### config.mk
export PLATFORM = sky130hd
export DESIGN_NAME = mem_access_unit
export DESIGN_NICKNAME = d
export VERILOG_FILES = /design/src/rtl/mem_access_unit.sv
export SDC_FILE = /design/constraint.sdc
export NUM_CORES = 1
export LEC_CHECK = 0
export ABC_CLOCK_PERIOD_IN_PS = 6150
export CAP_MARGIN = 20
export CORE_ASPECT_RATIO = 2
export CORE_UTILIZATION = 30
export DETAILED_ROUTE_END_ITERATION = 12
export SYNTH_ARGS = -nofsm -noshare
export SYNTH_HDL_FRONTEND = slang
export SYNTH_SLANG_ARGS = --single-unit
### constraint.sdc
create_clock -name clk -period 6.15 [get_ports clk]
set_input_delay 1.23 -clock clk [delete_from_list [all_inputs] [get_ports clk]]
set_output_delay 1.23 -clock clk [all_outputs]
set_load 0.05 [all_outputs]
### src/rtl/mem_access_unit.sv
// Multicycle byte-serial load/store initiator for a byte-wide data memory.
// Optional feature macro: MEM_ACCESS_MISALIGN_TRAP_EN (trap misaligned half/word requests).
module mem_access_unit #(
   parameter int MEM_AW = 16
) (
   input  logic        clk,
   input  logic        rst,
   input  logic        req_valid,
   output logic        req_ready,
   input  logic        req_we,
   input  logic [1:0]  req_size,
   input  logic        req_unsigned,
   input  logic [31:0] req_addr,
   input  logic [31:0] req_wdata,
   output logic        resp_valid,
   output logic [31:0] resp_rdata,
   output logic        resp_err,
   output logic [31:0] mem_addr,
   output logic        mem_we,
   output logic [7:0]  mem_wdata,
   input  logic [7:0]  mem_rdata
);

   localparam logic [31:0] ADDR_MASK = (MEM_AW >= 32) ? 32'hFFFF_FFFF
                                                      : ((32'd1 << MEM_AW) - 32'd1);

   typedef enum logic [1:0] {
      ST_IDLE   = 2'd0,
      ST_ACCESS = 2'd1,
      ST_DONE   = 2'd2
   } state_t;

   state_t      state_r;
   logic [1:0]  cnt_r;
   logic [1:0]  size_r;
   logic        we_r;
   logic        uns_r;
   logic [31:0] wdata_r;
   logic [31:0] asm_r;
   logic [31:0] asm_s;
   logic [1:0]  cnt_next_s;
   logic        trap_s;

   // Index of the final byte of a transaction (size 11 behaves as word)
   function automatic logic [1:0] last_index(input logic [1:0] size);
      logic [1:0] idx;
      case (size)
         2'b00:   idx = 2'd0;
         2'b01:   idx = 2'd1;
         default: idx = 2'd3;
      endcase
      return idx;
   endfunction

   function automatic logic [31:0] extend_load(input logic [31:0] raw, input logic [1:0] size,
                                               input logic zext);
      logic [31:0] res;
      case (size)
         2'b00:   res = zext ? {24'd0, raw[7:0]}   : {{24{raw[7]}}, raw[7:0]};
         2'b01:   res = zext ? {16'd0, raw[15:0]}  : {{16{raw[15]}}, raw[15:0]};
         default: res = raw;
      endcase
      return res;
   endfunction

   function automatic logic [31:0] wrap_addr(input logic [31:0] a);
      return a & ADDR_MASK;
   endfunction

`ifdef MEM_ACCESS_MISALIGN_TRAP_EN
   function automatic logic misaligned(input logic [1:0] size, input logic [1:0] lsb);
      logic mis;
      case (size)
         2'b00:   mis = 1'b0;
         2'b01:   mis = lsb[0];
         default: mis = (lsb != 2'b00);
      endcase
      return mis;
   endfunction
`endif

   // Assembly register with the byte arriving this cycle merged in, next byte index, trap decision
   always_comb begin
      asm_s = asm_r;
      asm_s[{cnt_r, 3'b000} +: 8] = mem_rdata;
      cnt_next_s = cnt_r + 2'd1;
`ifdef MEM_ACCESS_MISALIGN_TRAP_EN
      trap_s = misaligned(req_size, req_addr[1:0]);
`else
      trap_s = 1'b0;
`endif
   end

   // Transaction sequencer: IDLE -> ACCESS (one byte per cycle) -> DONE -> IDLE
   always_ff @(posedge clk) begin
      if (rst) begin
         state_r    <= ST_IDLE;
         cnt_r      <= 2'd0;
         size_r     <= 2'd0;
         we_r       <= 1'b0;
         uns_r      <= 1'b0;
         wdata_r    <= 32'd0;
         asm_r      <= 32'd0;
         req_ready  <= 1'b1;
         resp_valid <= 1'b0;
         resp_rdata <= 32'd0;
         resp_err   <= 1'b0;
         mem_addr   <= 32'd0;
         mem_we     <= 1'b0;
         mem_wdata  <= 8'd0;
      end else begin
         case (state_r)
            ST_IDLE: begin
               if (req_valid && req_ready) begin
                  we_r       <= req_we;
                  size_r     <= req_size;
                  uns_r      <= req_unsigned;
                  wdata_r    <= req_we ? req_wdata : 32'd0;
                  cnt_r      <= 2'd0;
                  req_ready  <= 1'b0;
                  resp_rdata <= 32'd0;
                  if (trap_s) begin
                     // Misaligned request is answered immediately without touching memory
                     state_r    <= ST_DONE;
                     resp_valid <= 1'b1;
                     resp_err   <= 1'b1;
                  end else begin
                     state_r   <= ST_ACCESS;
                     resp_err  <= 1'b0;
                     mem_addr  <= wrap_addr(req_addr);
                     mem_we    <= req_we;
                     mem_wdata <= req_we ? req_wdata[7:0] : 8'd0;
                  end
               end else begin
                  req_ready <= 1'b1;
               end
            end
            ST_ACCESS: begin
               asm_r <= asm_s;
               if (cnt_r == last_index(size_r)) begin
                  state_r    <= ST_DONE;
                  mem_we     <= 1'b0;
                  resp_valid <= 1'b1;
                  resp_rdata <= we_r ? 32'd0 : extend_load(asm_s, size_r, uns_r);
               end else begin
                  cnt_r     <= cnt_next_s;
                  mem_addr  <= wrap_addr(mem_addr + 32'd1);
                  mem_wdata <= wdata_r[{cnt_next_s, 3'b000} +: 8];
               end
            end
            ST_DONE: begin
               state_r    <= ST_IDLE;
               resp_valid <= 1'b0;
               req_ready  <= 1'b1;
            end
            default: begin
               state_r    <= ST_IDLE;
               resp_valid <= 1'b0;
               req_ready  <= 1'b1;
               mem_we     <= 1'b0;
            end
         endcase
      end
   end

endmodule

[Word-level counts from Yosys, hierarchy flattened]
Index checks and enable logic that the tools add are counted.
Storage, ports and cells
  register bits: 147
  word-level logic and storage cells: 70
Cells by class
  add/subtract/negate cells: 3
  equality and inequality tests: 7
  shift-type cells: 3
  muxes and demuxes: 32
  bitwise logic cells: 2
  reduce and logical (&&, ||, !) cells: 10
Operator list (count)
  two-way mux 32 bit: 8
  one-hot mux 32 bit (2 select lines): 3
  bitwise mux 32 bit: 1
  variable shift 8 x 7 -> 32 bit, first input constant: 1
  indexed part select 32 x 6 -> 8 bit: 1
  indexed part select 8 x 7 -> 32 bit: 1
  two-way mux 8 bit: 3
  adder 16 x 1 -> 16 bit, second input constant: 1
  one-hot mux 8 bit (2 select lines): 1
  two-way mux 2 bit: 6
  one-hot mux 2 bit (2 select lines): 3
  AND reduction 3 bit: 3
  negator 5 -> 7 bit: 1
  inequality test 2 bit, second input constant: 3
  AND reduction 2 bit: 3
  equality test 2 x 1 -> 1 bit, second input constant: 2
  zero test 2 bit: 2
  two-way mux 1 bit: 4
  one-hot mux 1 bit (2 select lines): 2
  one-hot mux 1 bit (3 select lines): 1
  adder 2 x 1 -> 2 bit, second input constant: 1
  equality test 2 bit: 1
  equality test 2 bit, second input constant: 1
  inverter 1 bit: 2
  2 further kinds: 2

[Logic depth before layout (Yosys ltp)]
  word-level depth: 8
  depth in mapped cells: 11
  gate-level depth less buffers: 7

[Least setup slack after synthesis]
OpenSTA, ideal clock, no wires.
  path kind: register to register
  from: reg cnt_r[0]
  to: reg resp_rdata[16]
  library setup time: 0.119 ns
  arrival time: 2.443 ns
  setup slack: 3.589 ns
  cell stages (with the launch flop): 11
  buffers on the path: 3
  period minus slack after synthesis: 2.561 ns
  cell sequence: dfxtp_1 > buf_6 > clkbuf_1 > inv_1 > ha_1 > nor2_1 > a31oi_1 > nor3_1 > o31ai_4 > buf_2 > o2bb2ai_1
Between the ends
  cells in the longest elaborated chain, start to end: 8
  elaborated cells between the ends (all ways): 13
  those cells by class: 1 x add/sub; 2 x eq/ne; 2 x shift; 7 x mux; 1 x reduce/logical
Ends and longest elaborated chain
  start: declaration: RTL line 34  | logic [1:0] cnt_r;
  start signal: assignment: RTL line 146  | cnt_r <= cnt_next_s;
  negator 5 -> 7 bit: RTL line 85  | asm_s[{cnt_r, 3'b000} +: 8] = mem_rdata;
  indexed part select 8 x 7 -> 32 bit / variable shift 8 x 7 -> 32 bit (equally long branches): RTL line 85
  bitwise mux 32 bit: RTL line 85
  two-way mux 32 bit (on tied branches): RTL line 60, 59
  one-hot mux 32 bit (2 select lines): RTL line 58  | case (size)
  two-way mux 32 bit: RTL line 144  | resp_rdata <= we_r ? 32'd0 : extend_load(asm_s, size_r, uns_r);
  two-way mux 32 bit: RTL line 140  | if (cnt_r == last_index(size_r)) begin
  one-hot mux 32 bit (2 select lines): RTL line 112  | case (state_r)
  end signal: assignment: RTL line 144
  end: declaration: RTL line 16  | output logic [31:0] resp_rdata,
Parallel ways exist; a longest one is shown, timed or not. The select of a mux whose other input is x is not followed.
A chain may end at the register's enable or synchronous reset.

[Worst setup path after layout]
  from: in req_valid
  to: reg mem_addr[4]
Between the ends
  cells in the longest elaborated chain, start to end: 3
Ends and longest elaborated chain
  start: declaration: RTL line 8  | input logic req_valid,
  logical AND 1 bit: RTL line 114  | if (req_valid && req_ready) begin
  inequality test 2 bit (no source line)
  AND reduction 3 bit (no source line)
  end signal: assignment: RTL line 130  | mem_addr <= wrap_addr(req_addr);
  end signal: assignment: RTL line 147  | mem_addr <= wrap_addr(mem_addr + 32'd1);
  end: declaration: RTL line 18  | output logic [31:0] mem_addr,
No other way between the ends.

==> impl_metrics.toml <==
[power]
p_seq_share_pct = 39.0
switching_share_pct = 30.7
switchingPower_w = 0.000742
leakage_nw = 2.71
p_total_w = 0.00242
power_density_nw_per_um2 = 305
clock_power_share_pct = 41.8
internal-power_w = 0.00167
peakVddDrop_uv = 171
p_comb_share_pct = 19.2

[timing]
hold_ws_ns = 0.447
timing.final.crit_period_ns = 3.16
finalCritPeriodShare_pct = 51.5
fmaxAchievable_ghz = 0.316
final_hold_viol_count = 0
tns_ns = 0
rsz0062_at_grt = "no"
slew_headroom_pct = 38.0
drv_slew = 0
setup_violations = 0
tightest_slew_ns = 0.927
setup_ws_ns = 2.99
fin_skew_ns = 0.00771

[floorplan]
fp.dieArea_sq_um = 20800
start_util_pct = 30.5
design.core.area_sq_um = 19800
num_io_pins = 155
die_h_microns = 203
num_rows = 73
die_w_microns = 102

[clock_tree]
clk_latency_ns = 0.42
postCtsSetupBuffers = 0
cts.root.buffer_cell = "clkbuf_16"
cts_max_path_buffers = 2
cts-htree-levels = 4
cts_tree = "done"
cts_resized = 0
cts_hold_buf = 0
clkTransAtPathRegs_ns = 0.06
cts-buffers-inserted = 17
cts.sinks = 131

[global_routing]
grt_start_max_net_pins = 59
grt_antenna_before_repair = 0
grt_pass1_vias = 5360
grt_pass1_wl_microns = 28400
track_usage_pct = 18.1
grt-ovfl-total = 0

[finish]
final_cell_mix = "dfxtp_1 (131), clkdlybuf4s50_1 (120), a21oi_1 (103)"
fill_cells = 2051
area_growth_pct = 31.1
fin_nets = 909
final_common_cell = "dfxtp_1"
diodes = 0
drive_gt1_share_pct = 7.41
post-route-cell-area_sq_um = 7930

[yosys]
avgSynthCellArea_sq_um = 8.21
synth.distinct_cells = 55
netlist_area_sq_um = 6050
synth_seq_cells = 131
ys.flop_type = "dfxtp_1"
synthArstFlopShare_pct = 0
synth_warnings = 0
syn_inst = 737
synth_edf_count = 0
ys_seq_area_share_pct = 43.4

[route]
dr_wl_met3_microns = 553
drcViolationCount = 0
num_vias = 5597
drt_iter0_drc = 257
routed_via_density = 5.09
top_layer = "met4"
wl_met2_microns = 9850
wl_microns = 18000
drtPass1Iterations = 4
antenna_left = 0
drt-wirelength-per-cell_microns = 16.3
drt-met1-wl_microns = 7020

[critical_path]
crit_start = "req_valid"
crit_path_start_kind = "primary input"
ff2ff_path_depth = 7
crit_chain = "clkdlybuf4s50_1, nand3b_1, or2_2, o21ai_2, buf_4, a21oi_1, a311oi_1"
critPathMaxFanout = 38
cp-endpoint = "mem_addr[4]$_SDFFE_PP0P_"
cpPeakStageDelay_ns = 0.61
cpMaxStageDelayCell = "or2_2"
r2r-end = "resp_rdata[27]$_SDFFE_PP0P_"
regToRegSetupSlack_ns = 3.30
path_class = "primary input to flop"
regToRegStartpoint = "cnt_r[1]$_SDFFE_PP0P_"
arrival_ns = 3.49
endpoint_kind = "flop"
required_ns = 6.47

[placement]
io_buffers = 121
place_congestion = 0.808
post_dp_cell_area_sq_um = 7340
place_ws_ns = 2.53
dp_hpwl_microns = 12300

[outcome]
outcome = "finished clean"

[flow_run]
drv_cap = 0

[min_path]
holdCritStartpoint = "asm_r[15]$_SDFFE_PP0P_"
hold_path.class = "flop to flop"
[layout make-up]
type | instances | area [sq um] | area share (%)
clock buffer | 21 | 460 | 5.80
multi-input combinational | 525 | 3040 | 38.3
inverter | 18 | 67.6 | 0.852
clock inverter | 11 | 129 | 1.62
timing repair buffer | 131 | 1280 | 16.2
sequential | 131 | 2620 | 33.1
tap | 262 | 328 | 4.13
[critical path, delay by kind of cell]
kind | cells | cell delay, ns
and+or+nand+nor | 2 | 0.78
buffers and inverters | 2 | 0.78
AOI/OAI and AO/OA | 3 | 0.67
[worst min-delay path by stage]
stage                                    end  slack [ns]  cells after the start
finish                asm_r[15]$_SDFFE_PP0P_        0.45                      2
global route        wdata_r[21]$_SDFFE_PP0P_        0.46                      2
CTS                   asm_r[15]$_SDFFE_PP0P_        0.45                      2
detailed placement    asm_r[15]$_SDFFE_PP0P_        0.44                      2
global placement      asm_r[15]$_SDFFE_PP0P_        0.44                      2
floorplan             asm_r[15]$_SDFFE_PP0P_        0.43                      2
[cell usage after synthesis (all sizes together), types with 10 or more instances]
| cell type | n | area (sq um) |
|---|---|---|
| a22oi | 19 | 143 |
| nor2 | 67 | 251 |
| nand4 | 11 | 68.8 |
| a31oi | 13 | 81.3 |
| or3 | 10 | 67.6 |
| nand3 | 51 | 255 |
| nand2 | 82 | 308 |
| clkbuf | 48 | 180 |
| o2bb2ai | 23 | 201 |
| o21ai | 29 | 149 |
| buf | 31 | 213 |
| dfxtp | 131 | 2620 |
| a211oi | 11 | 82.6 |
| nor2b | 15 | 93.8 |
| inv | 18 | 67.6 |
| a21oi | 104 | 532 |
[routing by layer]
metal	GRT usage (%)	vias up
li1	-	2777
met1	19.6	2650
met2	33.2	139
met3	2.99	31
met4	8.11	0
met5	0	-
[cell families (layout without fill, tap and decap cells)]
logic type / count (synthesis) / count (layout) / share of synthesized area, %
simple gates: 271 / 271 / 21.4
compound gates: 222 / 222 / 23.1
flops: 131 / 131 / 43.4
buf+inv: 97 / 181 / 7.61
mux: 9 / 9 / 3.14
fa+ha+maj: 6 / 6 / 1.24
other cells: 1 / 17 / 0.0620
[state kept, by name, summed over array words and instances, names as in the netlist]
| signal | count |
|---|---|
| asm_r | 32 |
| resp_rdata | 32 |
| wdata_r | 32 |
| mem_addr | 16 |
| mem_wdata | 8 |
| cnt_r | 2 |
| size_r | 2 |
| state_r | 2 |
| mem_we | 1 |
| req_ready | 1 |
| resp_valid | 1 |
| uns_r | 1 |
| we_r | 1 |
[through the flow]
stage                     utilization [%]  std cells
after CTS                            40.0       1099
after floorplan                         -        753
after global routing                 40.0       1099
final                                40.0       1099
after global placement               37.0       1067
after detailed placement             37.0       1067
[power groups by stage]
stage | combinational, W | clock (W) | sequential, W
5_1_grt | 0.000502 | 0.00107 | 0.000947
3_5_place_dp | 0.000468 | 0 | 0.000959
6_report | 0.000464 | 0.00101 | 0.000941
4_1_cts | 0.000469 | 0.00104 | 0.000941
2_1_floorplan | 0.000223 | 0 | 0.00104
3_3_place_gp | 0.000465 | 0 | 0.000959
No activity file was read; power rests on OpenSTA's default activity.
